## config.mk

```make
export PLATFORM = sky130hd
export DESIGN_NAME = oc8051_cxrom_fetch_flat
export DESIGN_NICKNAME = d
export VERILOG_FILES = /design/src/rtl/oc8051_cxrom_fetch_if.sv /design/src/rtl/oc8051_cxrom_fetch.sv /design/src/flat_wrapper.sv
export SDC_FILE = /design/constraint.sdc
export NUM_CORES = 1
export LEC_CHECK = 0
export ABC_AREA = 1
export CORE_MARGIN = 4
export CORE_UTILIZATION = 49
export DETAILED_ROUTE_END_ITERATION = 8
export HOLD_SLACK_MARGIN = 0.05
export PLACE_DENSITY = 0.86
export SLEW_MARGIN = 25
export SYNTH_ARGS = -nofsm -noshare
export SYNTH_HDL_FRONTEND = slang
export SYNTH_SLANG_ARGS = --single-unit
```

## constraint.sdc

```tcl
create_clock -name clk -period 4.02 [get_ports clk]
set_clock_uncertainty 0.05 [all_clocks]
set_input_delay 1.206 -clock clk [delete_from_list [all_inputs] [get_ports clk]]
set_output_delay 1.206 -clock clk [all_outputs]
set_load 0.01 [all_outputs]
```

## src/rtl/oc8051_cxrom_fetch_if.sv

```systemverilog
// Core/ROM bus bundle for the cxrom fetch unit.
// master drives requests and ROM data; slave is the fetch unit.
interface oc8051_cxrom_fetch_if;
  logic        req;
  logic [15:0] req_addr;
  logic        ack;
  logic [31:0] word_out;
  logic [15:0] cxrom_addr;
  logic        rom_rd;
  logic [15:0] rom_addr;
  logic        rom_rdy;
  logic [7:0]  rom_data;

  modport master (
    output req, req_addr, rom_rdy, rom_data,
    input  ack, word_out, cxrom_addr, rom_rd, rom_addr
  );

  modport slave (
    input  req, req_addr, rom_rdy, rom_data,
    output ack, word_out, cxrom_addr, rom_rd, rom_addr
  );
endinterface

```

## src/rtl/oc8051_cxrom_fetch.sv

```systemverilog
// Assembles a 4-byte code window from a byte-wide ROM.
// OC8051_CXROM_FETCH_HIT_EN adds a one-entry last-base hit tag.
module oc8051_cxrom_fetch (
  input logic                 clk,
  input logic                 rst,
  oc8051_cxrom_fetch_if.slave bus
);
  typedef enum logic [1:0] {
    IDLE,
    READ,
    DONE
  } state_t;

  state_t      state;
  state_t      state_nx;
  logic [1:0]  k;
  logic [15:0] base;
  logic [31:0] word;
  logic        hit;
  logic        last;

  assign last = (state == READ) && bus.rom_rdy && (k == 2'd3);

`ifdef OC8051_CXROM_FETCH_HIT_EN
  logic [15:0] tag;
  logic        tag_vld;

  assign hit = tag_vld && (bus.req_addr == tag);

  always_ff @(posedge clk or posedge rst) begin
    if (rst) begin
      tag     <= 16'h0;
      tag_vld <= 1'b0;
    end else if (last) begin
      tag     <= base;
      tag_vld <= 1'b1;
    end
  end
`else
  assign hit = 1'b0;
`endif

  always_ff @(posedge clk or posedge rst) begin
    if (rst) state <= IDLE;
    else     state <= state_nx;
  end

  always_comb begin
    state_nx = state;
    unique case (state)
      IDLE: begin
        if (bus.req) state_nx = hit ? DONE : READ;
      end
      READ: begin
        if (last) state_nx = DONE;
      end
      DONE:    state_nx = IDLE;
      default: state_nx = IDLE;
    endcase
  end

  always_ff @(posedge clk or posedge rst) begin
    if (rst) begin
      k    <= 2'd0;
      base <= 16'h0;
      word <= 32'h0;
    end else begin
      if (state == IDLE && bus.req) begin
        base <= bus.req_addr;
        k    <= 2'd0;
      end
      if (state == READ && bus.rom_rdy) begin
        word[{k, 3'b000} +: 8] <= bus.rom_data;
        k <= k + 2'd1;
      end
    end
  end

  // k wraps to 0 after byte 3, so rom_addr rests on base outside READ
  assign bus.rom_addr   = base + {14'h0, k};
  assign bus.rom_rd     = (state == READ);
  assign bus.ack        = (state == DONE);
  assign bus.word_out   = word;
  assign bus.cxrom_addr = base;
endmodule

```

## src/flat_wrapper.sv

```systemverilog
// flat-port wrapper written by rule: the top's interface ports become plain ports
module oc8051_cxrom_fetch_flat 
  (clk, rst, bus_req, bus_req_addr, bus_rom_rdy, bus_rom_data, bus_ack, bus_word_out, bus_cxrom_addr, bus_rom_rd, bus_rom_addr);
  oc8051_cxrom_fetch_if bus_i ();
  input logic clk;
  input logic rst;
  input wire logic [$bits(bus_i.req)-1:0] bus_req;
  input wire logic [$bits(bus_i.req_addr)-1:0] bus_req_addr;
  input wire logic [$bits(bus_i.rom_rdy)-1:0] bus_rom_rdy;
  input wire logic [$bits(bus_i.rom_data)-1:0] bus_rom_data;
  output wire logic [$bits(bus_i.ack)-1:0] bus_ack;
  output wire logic [$bits(bus_i.word_out)-1:0] bus_word_out;
  output wire logic [$bits(bus_i.cxrom_addr)-1:0] bus_cxrom_addr;
  output wire logic [$bits(bus_i.rom_rd)-1:0] bus_rom_rd;
  output wire logic [$bits(bus_i.rom_addr)-1:0] bus_rom_addr;
  assign bus_i.req = bus_req;
  assign bus_i.req_addr = bus_req_addr;
  assign bus_i.rom_rdy = bus_rom_rdy;
  assign bus_i.rom_data = bus_rom_data;
  assign bus_ack = bus_i.ack;
  assign bus_word_out = bus_i.word_out;
  assign bus_cxrom_addr = bus_i.cxrom_addr;
  assign bus_rom_rd = bus_i.rom_rd;
  assign bus_rom_addr = bus_i.rom_addr;
  oc8051_cxrom_fetch u_core (.clk(clk), .rst(rst), .bus(bus_i));
endmodule
```

==> impl_results.md <==
- Final Instance Area: 3731 sq um
- Sequence of cells on the critical path: ha_1 > inv_1 > fa_1 > inv_1 > nand2_1 > nor2_2 > nand2_1 > xnor2_1 > clkdlybuf4s50_1
- Yosys warnings: 0
- Outcome: complete, no violations
- Worst vdd ir: 0.3619 mV
- Final Max Slew Viols: 0
- DIE WIDTH: 81.72 um
- Count of final setup violators: 0
- Initial Util: 0.5148
- Die area: 6677 sq um
- Syn_area_per_cell: 8.192 sq um
- Total leakage power: 1.807 nW
- Critical path buffer and inverter count: 3
- CTS tree: built
- # DRC: 0
- Power Dens Cells: 731.6 nW/um^2
- Critical path endpoint category: primary output
- Worst Setup Slack, final: 215.2 ps
- Max Freq: 0.2628 GHz
- Unique cell type count in the Yosys netlist: 25
- GRT overflow: 0
- Int Pwr: 0.001580 W
- Vias: 2467
- Vias in the first global route: 2354
- CTS H-tree lvls: 2
- Core area: 5172 sq um
- Die Ht: 81.72 um
- CTS Buf Count: 5
- Hold path start: u_core.bus.word_out[16]
- Worst R2R Setup Slack: 1890 ps
- Register area share after synthesis: 0.4887
- Clk_lat worst skew: 300 ps
- Reg2reg path depth: 6
- Setup crit start kind: flop
- Slew at the pin with the worst max-slew slack: 637.8 ps
- CTS Hold Bufs: 0
- Post-CTS Setup Repair Bufs: 0
- Commonest cells after routing, fill and taps aside: nand2_1, clkdlybuf4s50_1, dfrtp_1
- Net Sw Frac: 0.4211
- Post-Synthesis Cells: 325
- Gr usage total: 0.2119
- Syn Nets: 361
- Final setup TNS: 0 ps
- Clk buf depth: 2
- CP max FO: 6
- Arr. time, crit path: 2550 ps
- Routed Wire Length: 6.816 mm
- Fin util: 0.7213
- Hpwl dp: 5.132 mm
- Post-route ant nets: 0
- Yosys reg bits: 52
- Switching pwr: 0.001149 W
- RSZ-0062 raised after global routing: no
- Routed len/inst: 13.97 um
- Port bufs: 93
- Critical Path Slowest Stage Cell: clkdlybuf4s50_1
- Placed Area: 3635 sq um
- Final Cycle Share: 0.9465
- Hold crit path type: reg2reg
- Min-Delay Endpoint: u_core.bus.word_out[16]
- Floorplan row count: 26
- Seq pwr share: 0.328
- GPL Wtd Cong: 0.8402
- WP data required: 2760 ps
- Crit path kind: reg2out
- Num ports: 94
- Antenna Cells: 0
- Clock power share: 0.111
- Layout cell share with drive strength beyond 1: 0.07656
- CP peak stage delay: 550 ps
- CTS Sinks: 52
- Total Power: 0.002730 W
- Final min period: 3805 ps
- Reg2reg start: u_core.k[0]
- Initial antenna violation count: 0
- Clk pin slew, worst setup/hold paths: 90 ps
- DRT iter0 DRCs: 119
- CTS Root Cell: clkbuf_8
- Largest net degree at the start of global routing: 53
- Final Hold Viols: 0
- DP Worst Slack: 426.6 ps
- First-pass GRT wire length: 10.98 mm
- Max_cap viols: 0
- Mapped Area: 2663 sq um
- Pre-antenna DRT Iters: 4
- Worst rel slew slack: 0.5748
- R2r endpoint: u_core.bus.word_out[21]
- Vias per cell: 5.055
- Fin nets: 453
- Most common cell after layout, fill and taps aside: nand2_1
- Logic gate share of total power: 0.561
- Top cell family by delay on the critical path: buffers and inverters
- WHS Path Cells: 2
- Synth-to-layout area growth: 40.13%
==> how the worst max path moves through the flow <==
stage / from / cells past startpoint / slack (ps) / end
after floorplan: u_core.k[0] / 8 / 1060 / bus_rom_addr[10]
after global placement: u_core.k[0] / 9 / 510 / bus_rom_addr[10]
after detailed placement: u_core.k[0] / 9 / 430 / bus_rom_addr[10]
after CTS: u_core.k[0] / 9 / 70 / bus_rom_addr[10]
after global routing: u_core.k[0] / 9 / 10 / bus_rom_addr[10]
final: u_core.k[0] / 9 / 220 / bus_rom_addr[10]
==> synth_stat cells <==
| library cell | n | area, sq um |
|---|---|---|
| buf_6 | 1 | 11.26 |
| nor2_2 | 2 | 12.51 |
| buf_2 | 6 | 30.03 |
| nor2_4 | 2 | 22.52 |
| nor3_2 | 1 | 10.01 |
| nor2_1 | 33 | 123.9 |
| nor2_8 | 1 | 20.02 |
| nand4_1 | 4 | 25.02 |
| fa_1 | 1 | 20.02 |
| buf_4 | 1 | 7.510 |
| xnor2_1 | 2 | 17.52 |
| ha_1 | 7 | 87.58 |
| xor2_1 | 6 | 52.55 |
| nand2_1 | 94 | 352.8 |
| nand2_4 | 2 | 22.52 |
| a21oi_1 | 11 | 55.05 |
| inv_2 | 5 | 18.77 |
| o21ai_0 | 16 | 80.08 |
| nand3_2 | 1 | 10.01 |
| o21ai_1 | 2 | 10.01 |
| o22ai_1 | 1 | 6.260 |
| nand3_1 | 38 | 190.2 |
| dfrtp_1 | 52 | 1301 |
| inv_1 | 28 | 105.1 |
| o21ai_2 | 8 | 70.07 |
==> per-stage QoR <==
step | cells | hold WS, ps
final | 488 | 437.6
after global routing | 488 | 454.7
after CTS | 488 | 438.8
after detailed placement | 480 | 416.9
after global placement | 480 | 417.4
after floorplan | 325 | 465.8
==> registers in the layout (all words and copies together), names as in the netlist <==
register and cells:
u_core.k 2, u_core.bus.cxrom_addr 16, u_core.bus.word_out 32, u_core.state 2
==> worst min-delay path, delay by kind of cell, from the launching register on <==
| kind | cells | cell delay (ps) |
|---|---|---|
| flops | 1 | 350 |
| compound gates | 1 | 50 |
| simple gates | 1 | 60 |
==> routing by layer <==
| layer | global-route usage | wire, um | up-vias | share of wire |
|---|---|---|---|---|
| met2 | 0.3795 | 3289 | 92 | 0.48 |
| met4 | 0.04153 | 42 | 0 | 0.0062 |
| met3 | 0.05373 | 592 | 4 | 0.087 |
| met5 | 0 | 0 | - | 0 |
| met1 | 0.2590 | 2891 | 1149 | 0.42 |
| li1 | - | - | 1222 | - |
==> power groups by stage <==
stage               logic [W]  registers (W)  clock network (W)
floorplan            0.000724       0.000947                  0
global placement      0.00151       0.000895                  0
detailed placement    0.00153       0.000897                  0
CTS                   0.00153       0.000893           0.000308
global route          0.00169       0.000923           0.000334
finish                0.00153       0.000895           0.000303
==> cell families (layout without fill, tap and decap cells) <==
logic type,count (synthesis),after routing,synth area share
adder cells (fa/ha/maj),8,8,0.04041
AO/OA/AOI/OAI,38,38,0.08318
flip-flops,52,52,0.4887
AND/OR/NAND/NOR,178,178,0.2965
buffers and inverters,41,134,0.06485
XOR/XNOR,8,8,0.02632
==> cell type report <==
class,count,area (sq um)
tap,70,87.58
clock buffer,8,90.09
sequential,52,1303
timing repair buffer,93,930.9
fill,431,1441
multi-input combinational,232,1194
inverter,33,126.4
==> timing repair <==
action | CTS | global route
endpoints found under the setup margin | 0 | 6
resized for setup | 0 | 3
hold endpoints to repair | 0 | 0
No activity file was read; power rests on OpenSTA's default activity.
